### config.mk
export PLATFORM = sky130hd
export DESIGN_NAME = id_operand_unit
export DESIGN_NICKNAME = d
export VERILOG_FILES = /design/src/rtl/id_operand_unit.sv
export SDC_FILE = /design/constraint.sdc
export NUM_CORES = 1
export LEC_CHECK = 0
export BUFFER_PORTS_ARGS = -buffer_cell sky130_fd_sc_hd__buf_2
export CAP_MARGIN = 20
export CELL_PAD_IN_SITES_DETAIL_PLACEMENT = 1
export CELL_PAD_IN_SITES_GLOBAL_PLACEMENT = 1
export CORE_ASPECT_RATIO = 1.5
export CORE_UTILIZATION = 46
export DETAILED_ROUTE_END_ITERATION = 10
export PLACE_DENSITY_LB_ADDON = 0.25
export SETUP_SLACK_MARGIN = 0.2
export SKIP_CTS_REPAIR_TIMING = 1
export SYNTH_ARGS = -nofsm -noshare
export SYNTH_HDL_FRONTEND = slang
export SYNTH_SLANG_ARGS = --single-unit
### constraint.sdc
create_clock -name clk -period 2.2 [get_ports clk]
set_input_delay 0.44 -clock clk [delete_from_list [all_inputs] [get_ports clk]]
set_output_delay 0.44 -clock clk [all_outputs]
set_load 0.01 [all_outputs]
### src/rtl/id_operand_unit.sv
// id_operand_unit
// Decode-stage operand block for the 16-bit pipelined processor.
//   - REG_CNT x DATA_W register file, two combinational read ports, one
//     synchronous write port (R0 hardwired to zero, no write-to-read bypass)
//   - 6-bit to DATA_W immediate extender (sign or zero)
//   - equality comparator for branch resolution
//
// Ports:
//   clk, rst_n            clock (rising edge), asynchronous active-low reset
//   rs1, rs2 -> bus1/bus2 combinational register reads
//   rd, reg_wr, wb_data   write-back port, written on the rising edge
//   imm_in, ext_op        immediate and extension mode -> imm_out
//   cmp_a, cmp_b,         comparator operands; comp_src=1 compares cmp_a
//   comp_src -> comp_res    against zero instead of cmp_b
module id_operand_unit #(
    parameter int unsigned DATA_W  = 16,
    parameter int unsigned REG_CNT = 8
) (
    input  logic                       clk,
    input  logic                       rst_n,
    input  logic [$clog2(REG_CNT)-1:0] rs1,
    input  logic [$clog2(REG_CNT)-1:0] rs2,
    input  logic [$clog2(REG_CNT)-1:0] rd,
    input  logic                       reg_wr,
    input  logic [DATA_W-1:0]          wb_data,
    output logic [DATA_W-1:0]          bus1,
    output logic [DATA_W-1:0]          bus2,
    input  logic [5:0]                 imm_in,
    input  logic                       ext_op,
    output logic [DATA_W-1:0]          imm_out,
    input  logic [DATA_W-1:0]          cmp_a,
    input  logic [DATA_W-1:0]          cmp_b,
    input  logic                       comp_src,
    output logic                       comp_res
);

    logic [DATA_W-1:0] regs_q [REG_CNT];
    logic [DATA_W-1:0] regs_d [REG_CNT];
    logic [DATA_W-1:0] cmp_b_sel;

    // Next-state of the register file; R0 is forced back to zero so it
    // stays constant regardless of rd.
    always_comb begin
        regs_d = regs_q;
        if (reg_wr && (rd != '0)) begin
            regs_d[rd] = wb_data;
        end
        regs_d[0] = '0;
    end

    always_ff @(posedge clk or negedge rst_n) begin
        if (!rst_n) begin
            for (int unsigned i = 0; i < REG_CNT; i++) begin
                regs_q[i] <= '0;
            end
        end else begin
            regs_q <= regs_d;
        end
    end

    // Reads come straight from the flops: a same-cycle write is only seen
    // after the edge; hazards are handled by the external forwarding mux.
    always_comb begin
        bus1 = (rs1 == '0) ? '0 : regs_q[rs1];
        bus2 = (rs2 == '0) ? '0 : regs_q[rs2];
    end

    always_comb begin
        if (ext_op) begin
            imm_out = {{(DATA_W-6){imm_in[5]}}, imm_in};
        end else begin
            imm_out = {{(DATA_W-6){1'b0}}, imm_in};
        end
    end

    always_comb begin
        cmp_b_sel = comp_src ? '0 : cmp_b;
        comp_res  = (cmp_a == cmp_b_sel);
    end

endmodule

==> results.md, run 1 <==
* Via/cell ratio at between 6 and 7
* Internal at about 4.6 mW
* Sequential power share at 0.439
* GRT Resource Usage Total at 0.263
* CP arrival at about 1.7 ns
* DR WL/cell at 26.4 um
* Mapped Cells at roughly 510
* Period minus WS final at approximately 2.2 ns
* Num ports at 117
* I/O Buffers at 106
* Unrepaired setup endpoints after global routing: true
* Post-route insts no fill at between 800 and 900
* Row cnt at 53
* Lkg Pwr at ~3.6 nW
* Number of global-route vias before repair at 5295
* Most frequent cells after synthesis: mux2_2, dfrtp_1, mux4_2, o21ai_0
* Switching portion of total power at 0.318
* Post-synthesis sequential area ratio at 0.429
* Crit share post-route at 0.990
* Post-synth ARST share at 1.00
* CP Capture Type: primary output
* Pwr/cell area at about 800 nW/um^2
* Initial antenna violation count at 0
* # Max-Cap Violations at 0
* DR pass1 iterations at 4
* Routed vias at between 5000 and 6000
* Clock transition at path regs at around 0.08 ns
* Slew HR at 0.501
* N_diodes at 0
* Grt ovf at 0
* Clock Latency Late Sink at 0.35 ns
* Synth-to-layout area growth at 26.6%
* Combinational Power Share at 0.297
* Clock power frac at 0.265
* Cell Area, Synth at 6530 sq um
* Fin Clk Skew at 0 ns
* Pin count of the biggest net entering global routing at 44
* Largest register FFs at about 110
* Hold WS at 0.0680 ns
* Hold WC Path Type: input port to asynchronous set/reset pin
* CTS tree: done
* Sw power at about 2.1 mW
* Syn Area/Cell at 12.8 sq um
* Core area at 13900 sq um
* Post-synth EDFFs at 0
* Die area at approximately 15000 sq um
* Startpoint Class: input port
* Cts bufs inserted at 9
* Final Hold Viols at 0
* Critical path type: input port to primary output
* Post-DRT Antenna Nets at 0
* Most flops, register: regs_q
* H-tree levels at 3
* Post-synthesis register bit count at ~110
* Root Buffer: clkbuf_16
* Max-slew violations at 0
* Final setup fails at 0
* Yosys Warn Count at 0
* Fmax at 0.459 GHz
* Top_reg_cell synth: dfrtp_1
* Final core utilization at 0.594
* Yosys top cell by area: dfrtp_1
* Tot Pwr at roughly 6.7 mW
* Die Ht at approximately 150 um
* Drt initial violations at 216
* Status: completed
* Nets at ~700
* Dpl cells at 760
* Crit Path Max Fanout at 2
* Largest cells by area after synthesis: dfrtp_1, mux2_2, mux4_2
* TritonCTS Sinks at roughly 110
* CTS Buffer Depth at 2
* Share of Yosys cell area claimed by the top area cell type at 0.429
* Most numerous cell in the Yosys netlist: mux2_2
* Number of distinct library cells after synthesis at 35
* Measured slew at the worst slew-check pin at around 0.75 ns
* WL final at 21.2 mm
* Global-route wire length before repair at between 20 and 30 mm
* RD Place Congestion at 0.737
* Final TNS setup at 0 ns
* DRC at 0
* Worst VDD drop at roughly 0.5 mV
* Crit path required time at about 1.8 ns
* Layout cells sized above 1 at 0.640
* Detailed placement HPWL at roughly 12 mm
* Largest regs: regs_q (112)
* Chip width at 99.3 um
* Syn Nets at between 500 and 600
* Initial Util at 0.469
==> power by group through the flow <==
stage,clock network (mW),registers [mW],logic (mW)
2_1_floorplan,0,2.76,1.20
3_3_place_gp,0,2.82,1.62
3_5_place_dp,0,2.88,1.69
4_1_cts,1.77,2.86,1.72
5_1_grt,1.87,2.97,2.12
6_report,1.77,2.93,1.98
==> path summary, 6_finish.rpt <==
kind | start | endpoint | slack (ns) | cells after the start
worst max-delay path | cmp_b[12] | comp_res | 0.02 | 6
min in group clk | wb_data[7] | regs_q[23] | 0.41 | 2
worst min register to register | regs_q[38] | regs_q[38] | 0.53 | 1
worst min-delay path | rst_n | regs_q[16] | 0.07 | 1
max in group asynchronous | rst_n | regs_q[33] | 1.46 | 2
worst max register to register | regs_q[31] | regs_q[31] | 1.25 | 2
==> cell usage in the layout (no fill, tap or decap), drive strengths merged, types with 2 or more instances in the layout <==
cell     count
o22a         4
a221oi      14
mux4        32
dfrtp      112
buf        158
nand3b       4
mux2       143
a21oi       15
nor4bb       2
or4          4
inv         18
xnor2        4
nor2b        2
a22oi       17
xor2         4
clkbuf      15
a32oi        4
o21ai       25
clkinv       2
nor2        16
nand4bb      3
nand2       22
nand4b       7
==> final cells by class <==
type	instances	area, sq um
Sequential cell	112	2800
Timing Repair Buffer	164	1290
Clock buffer	9	225
Inverter	14	52.6
Multi-Input combinational cell	330	3600
Tap cell	165	206
Fill cell	1369	5650
Clock inverter	7	85.1
==> metrics by stage <==
step / worst slack (ns) / instance area, sq um
after global placement: -0.0170 / 7340
after detailed placement: -0.0615 / 7340
after global routing: -0.0301 / 8270
final: 0.0224 / 8270
after CTS: -0.0777 / 7650
after floorplan: 0.216 / 6530
==> critical path, cell delays in order <==
cell     delay [ns]
buf_6          0.09
or4bb_1        0.51
o22a_1         0.23
a32oi_1        0.15
and4_1         0.20
buf_2          0.13
==> metal layers <==
metal / global-route usage / routed length, um
met5: 0 / 0
met4: 0.0882 / 803
met3: 0.0255 / 1250
met2: 0.477 / 11400
met1: 0.325 / 7720
==> kinds of logic after synthesis <==
logic type             synth area share
XOR/XNOR                         0.0107
multiplexers                      0.358
AND/OR/NAND/NOR                  0.0625
buffers and inverters            0.0573
flip-flops                        0.429
AO/OA/AOI/OAI                    0.0820
(Power assumes the default switching activity.)
==> inputs of run 2 (changes only) <==
Settings changed: BUFFER_PORTS_ARGS -buffer_cell sky130_fd_sc_hd__buf_2 to -buffer_cell sky130_fd_sc_hd__clkbuf_2.
==> run 2 against run 1 <==
Clock skew did not move. Sequential cell count unchanged. Register-to-register slack gained 0.02 ns. Cell area up 1.0%. Cell count is 0.87% higher. Hold slack worse by 0.063 ns. Global-route usage about the same. Critical path depth stayed put. Power is 2.8% lower. Clock power decreased by 11%.
==> results.md, run 2 (synthesized netlist as in run 1, its figures left out) <==
* Status: completed (unchanged)
* Worst VDD drop at 0.523 mV (was 0.498 mV)
* Startpoint Class: input port (unchanged)
* Pin count of the biggest net entering global routing at 53 (was 44)
* DR pass1 iterations at 4 (unchanged)
* Most flops, register: regs_q (unchanged)
* Commonest cells after routing, fill and taps aside: mux2_2, dfrtp_1, clkbuf_2 (was mux2_2, dfrtp_1, buf_2)
* Fin area at 8360 sq um (was 8270 sq um)
* Clock transition at path regs at 0.07 ns (was 0.08 ns)
* Die area at 14700 sq um (unchanged)
* RD Place Congestion at 0.744 (was 0.737)
* Combinational Power Share at 0.308 (was 0.297)
* Fin Clk Skew at 0 ns (unchanged)
* CP Capture Type: primary output (unchanged)
* Slew HR at 0.475 (was 0.501)
* Max-slew violations at 0 (unchanged)
* Measured slew at the worst slew-check pin at 0.785 ns (was 0.746 ns)
* Largest register FFs at 112 (unchanged)
* Critical path type: input port to primary output (unchanged)
* CTS tree: done (unchanged)
* Most common cell after layout, fill and taps aside: mux2_2 (unchanged)
* WL final at 20.9 mm (was 21.2 mm)
* Switching portion of total power at 0.314 (was 0.318)
* Global-route wire length before repair at 29.1 mm (was 29.4 mm)
* Nets at 706 (was 699)
* Unrepaired setup endpoints after global routing: true (unchanged)
* Pwr/cell area at 777 nW/um^2 (was 807 nW/um^2)
* Layout cells sized above 1 at 0.658 (was 0.640)
* Cts bufs inserted at 9 (unchanged)
* TritonCTS Sinks at 112 (unchanged)
* I/O Buffers at 106 (unchanged)
* Detailed placement HPWL at 12.4 mm (was 12.0 mm)
* Final setup fails at 0 (unchanged)
* Post-route insts no fill at 808 (was 801)
* Initial Util at 0.469 (unchanged)
* N_diodes at 0 (unchanged)
* DR WL/cell at 25.9 um (was 26.4 um)
* Crit share post-route at 0.982 (was 0.990)
* Row cnt at 53 (unchanged)
* Routed vias at 5013 (was 5093)
* Largest regs: regs_q (112) (unchanged)
* Post-DRT Antenna Nets at 0 (unchanged)
* DRC at 0 (unchanged)
* Hold WS at 0.00495 ns (was 0.0680 ns)
* Internal at 4.45 mW (was 4.56 mW)
* Synth-to-layout area growth at 28.0% (was 26.6%)
* Initial antenna violation count at 0 (unchanged)
* Reg2reg setup slack at 1.27 ns (was 1.25 ns)
* RR Endpoint: regs_q[21] (was regs_q[31])
* Placement Cell Area at 7370 sq um (was 7340 sq um)
* Lkg Pwr at 3.64 nW (was 3.61 nW)
* Final Hold Viols at 0 (unchanged)
* Period minus WS final at 2.16 ns (was 2.18 ns)
* Grt ovf at 0 (unchanged)
* Core area at 13900 sq um (unchanged)
* Num ports at 117 (unchanged)
* Chip width at 99.3 um (unchanged)
* Clock Latency Late Sink at 0.35 ns (about the same)
* Hold WC Path Type: input port to asynchronous set/reset pin (unchanged)
* Crit path required time at 1.76 ns (about the same)
* Drt initial violations at 211 (was 216)
* Tot Pwr at 6.49 mW (was 6.68 mW)
* Number of global-route vias before repair at 5411 (was 5295)
* # Max-Cap Violations at 0 (unchanged)
* Dpl cells at 763 (was 760)
* H-tree levels at 3 (unchanged)
* Crit Path Max Fanout at 3 (was 2)
* CP arrival at 1.72 ns (was 1.74 ns)
* Reg-to-Reg Start: regs_q[21] (was regs_q[31])
* Via/cell ratio at 6.20 (was 6.36)
* Fmax at 0.463 GHz (was 0.459 GHz)
* GRT Resource Usage Total at 0.263 (about the same)
* CTS Buffer Depth at 2 (unchanged)
* Sequential power share at 0.450 (was 0.439)
* FF-to-FF path depth at 2 (unchanged)
* Sw power at 2.04 mW (was 2.12 mW)
* Clock power frac at 0.242 (was 0.265)
* Root Buffer: clkbuf_16 (unchanged)
* Die Ht at 148 um (unchanged)
## run 2: final cells by class
cell class | instances | area (sq um)
tap | 165 | 206
fill | 1395 | 5570
clock buffer | 11 | 243
inverter | 14 | 52.6
multi-input combinational | 330 | 3630
timing repair buffer | 171 | 1390
clock inverter | 5 | 32.5
sequential | 112 | 2800
## run 2: worst max path at each step
stage / from / to / slack (ns) / depth (start not counted)
after floorplan: rs2[0] / bus2[15] / 0.22 / 5
after global placement: comp_src / comp_res / -0.02 / 6
after detailed placement: comp_src / comp_res / -0.06 / 6
after CTS: comp_src / comp_res / -0.07 / 6
after global routing: cmp_b[12] / comp_res / -0.006 / 6
final: cmp_b[12] / comp_res / 0.04 / 6
## run 2: critical path, cell delays in order
cell,delay (ns)
buf_6,0.10
or4bb_1,0.51
o22a_1,0.23
a32oi_1,0.14
and4_1,0.18
buf_2,0.12
## run 2: power groups by stage
stage | Combinational (mW) | Clock (mW) | Sequential (mW)
2_1_floorplan | 1.20 | 0 | 2.76
3_5_place_dp | 1.70 | 0 | 2.89
5_1_grt | 2.14 | 1.66 | 2.97
6_report | 2.00 | 1.57 | 2.92
4_1_cts | 1.73 | 1.58 | 2.86
3_3_place_gp | 1.63 | 0 | 2.82
## run 2: metrics by stage
stage	setup TNS (ns)	util	setup slack, ns
after floorplan	0	-	0.216
after detailed placement	-0.0624	0.530	-0.0624
after CTS	-0.0737	0.549	-0.0737
after global routing	-0.00570	0.600	-0.00570
after global placement	-0.0171	0.530	-0.0171
final	0	0.600	0.0389
## run 2: metal layers
layer  vias up  global-route usage  wire (um)
met4         0              0.0809        792
met5         -                   0          0
met3        54              0.0336        671
met1      2641               0.312       8020
li1       2168                   -          -
met2       150               0.489      11400
==> inputs of run 3 (changes only) <==
Settings changed: REMOVE_ABC_BUFFERS set to 1.
==> run 3 against run 2 <==
Non-clock buffer count shrank 9. First-iteration DRC count grew 18%. Worst setup slack gained 0.011 ns. Sequential power is essentially flat. Routed wire length grew 0.33%. Register-to-register slack is essentially flat. Hold slack gained 0.062 ns. Maximum frequency grew 0.53%. Sequential share of layout area grew 0.39 points. Power shrank 1.2%.
==> results.md, run 3 (synthesized netlist as in run 1, its figures left out) <==
* Status: completed (unchanged)
* N_diodes at 0 (unchanged)
* Drt initial violations at 250 (was 211)
* Chip width at 99.3 um (unchanged)
* CP Capture Type: primary output (unchanged)
* Num ports at 117 (unchanged)
* Clock Latency Late Sink at 0.35 ns (about the same)
* Row cnt at 53 (unchanged)
* Post-route insts no fill at 799 (was 808)
* Commonest cells after routing, fill and taps aside: mux2_2, dfrtp_1, clkbuf_2 (unchanged)
* I/O Buffers at 106 (unchanged)
* Period minus WS final at 2.15 ns (was 2.16 ns)
* Number of global-route vias before repair at 5262 (was 5411)
* Initial antenna violation count at 0 (unchanged)
* Startpoint Class: input port (unchanged)
* Pre-CTS WS at -0.109 ns (was -0.0624 ns)
* Detailed placement HPWL at 12.1 mm (was 12.4 mm)
* Die Ht at 148 um (unchanged)
* Max-slew violations at 0 (unchanged)
* # Max-Cap Violations at 0 (unchanged)
* Grt ovf at 0 (unchanged)
* DR WL/cell at 26.3 um (was 25.9 um)
* Fin worst setup slack at 0.0503 ns (was 0.0389 ns)
* Fin area at 8260 sq um (was 8360 sq um)
* Measured slew at the worst slew-check pin at 0.917 ns (was 0.785 ns)
* Pwr/cell area at 776 nW/um^2 (was 777 nW/um^2)
* Largest register FFs at 112 (unchanged)
* CTS Buffer Depth at 2 (unchanged)
* Placement Cell Area at 7320 sq um (was 7370 sq um)
* RD Place Congestion at 0.737 (was 0.744)
* Clock transition at path regs at 0.07 ns (about the same)
* Cts bufs inserted at 9 (unchanged)
* Final setup fails at 0 (unchanged)
* Layout cells sized above 1 at 0.618 (was 0.658)
* Slew HR at 0.386 (was 0.475)
* Synth-to-layout area growth at 26.5% (was 28.0%)
* Pin count of the biggest net entering global routing at 43 (was 53)
* Crit path required time at 1.76 ns (about the same)
* Nets at 697 (was 706)
* CP arrival at 1.71 ns (was 1.72 ns)
* Largest regs: regs_q (112) (unchanged)
* Via/cell ratio at 6.24 (was 6.20)
* Hold WS at 0.0670 ns (was 0.00495 ns)
* Unrepaired setup endpoints after global routing: true (unchanged)
* Final TNS setup at 0 ns (unchanged)
* Most common cell after layout, fill and taps aside: mux2_2 (unchanged)
* Most flops, register: regs_q (unchanged)
* Crit share post-route at 0.977 (was 0.982)
* Tot Pwr at 6.41 mW (was 6.49 mW)
* Routed vias at 4989 (was 5013)
* DRC at 0 (unchanged)
* Final Hold Viols at 0 (unchanged)
* Crit Path Max Fanout at 3 (unchanged)
* Worst VDD drop at 0.485 mV (was 0.523 mV)
* Fin Clk Skew at 0 ns (unchanged)
* H-tree levels at 3 (unchanged)
* CTS tree: done (unchanged)
* Lkg Pwr at 3.60 nW (was 3.64 nW)
* Post-DRT Antenna Nets at 0 (unchanged)
* Initial Util at 0.469 (unchanged)
* Global-route wire length before repair at 28.6 mm (was 29.1 mm)
* Core area at 13900 sq um (unchanged)
* Critical path type: input port to primary output (unchanged)
* Die area at 14700 sq um (unchanged)
* DR pass1 iterations at 4 (unchanged)
* Dpl cells at 757 (was 763)
* Hold WC Path Type: input port to asynchronous set/reset pin (unchanged)
* Fmax at 0.465 GHz (was 0.463 GHz)
* WL final at 21.0 mm (was 20.9 mm)
* Root Buffer: clkbuf_16 (unchanged)
* TritonCTS Sinks at 112 (unchanged)
* Final core utilization at 0.593 (was 0.600)
* GRT Resource Usage Total at 0.257 (was 0.263)
run 3: worst max-delay path, cell delays in order:
cell and delay [ns]:
buf_8 0.10, or4bb_1 0.50, o22a_1 0.22, a32oi_1 0.14, and4_1 0.19, buf_2 0.13
run 3: path summary, 6_finish.rpt:
| check | from | to | slack [ns] | cells past startpoint |
|---|---|---|---|---|
| min | rst_n | regs_q[23] | 0.07 | 1 |
| max in group asynchronous | rst_n | regs_q[22] | 1.48 | 2 |
| max | cmp_b[12] | comp_res | 0.05 | 6 |
| min in group clk | wb_data[0] | regs_q[80] | 0.42 | 2 |
| max reg2reg | regs_q[18] | regs_q[18] | 1.28 | 2 |
| min reg2reg | regs_q[63] | regs_q[63] | 0.53 | 1 |
run 3: layout make-up:
| cell class | count | area, sq um |
|---|---|---|
| well taps | 165 | 206 |
| clock buffers | 12 | 236 |
| clock inverters | 4 | 31.3 |
| flip-flops and latches | 112 | 2800 |
| inverters | 14 | 52.6 |
| repair buffers | 162 | 1330 |
| multi-input cells | 330 | 3600 |
| fillers | 1376 | 5660 |
run 3: routing by layer:
metal	global-route usage	share of wire	wire length (um)	vias up
met5	0	0	0	-
met4	0.0860	0.037	767	0
met3	0.0303	0.038	805	51
met2	0.461	0.54	11400	163
met1	0.318	0.38	8010	2617
li1	-	-	-	2158
run 3: power by group:
group / switching (mW) / total [mW] / leakage [nW] / internal (mW)
logic: 0.837 / 1.97 / 2.13 / 1.13
clock network: 0.757 / 1.53 / 0.119 / 0.773
registers: 0.404 / 2.92 / 1.34 / 2.51
total: 2.00 / 6.41 / 3.60 / 4.42
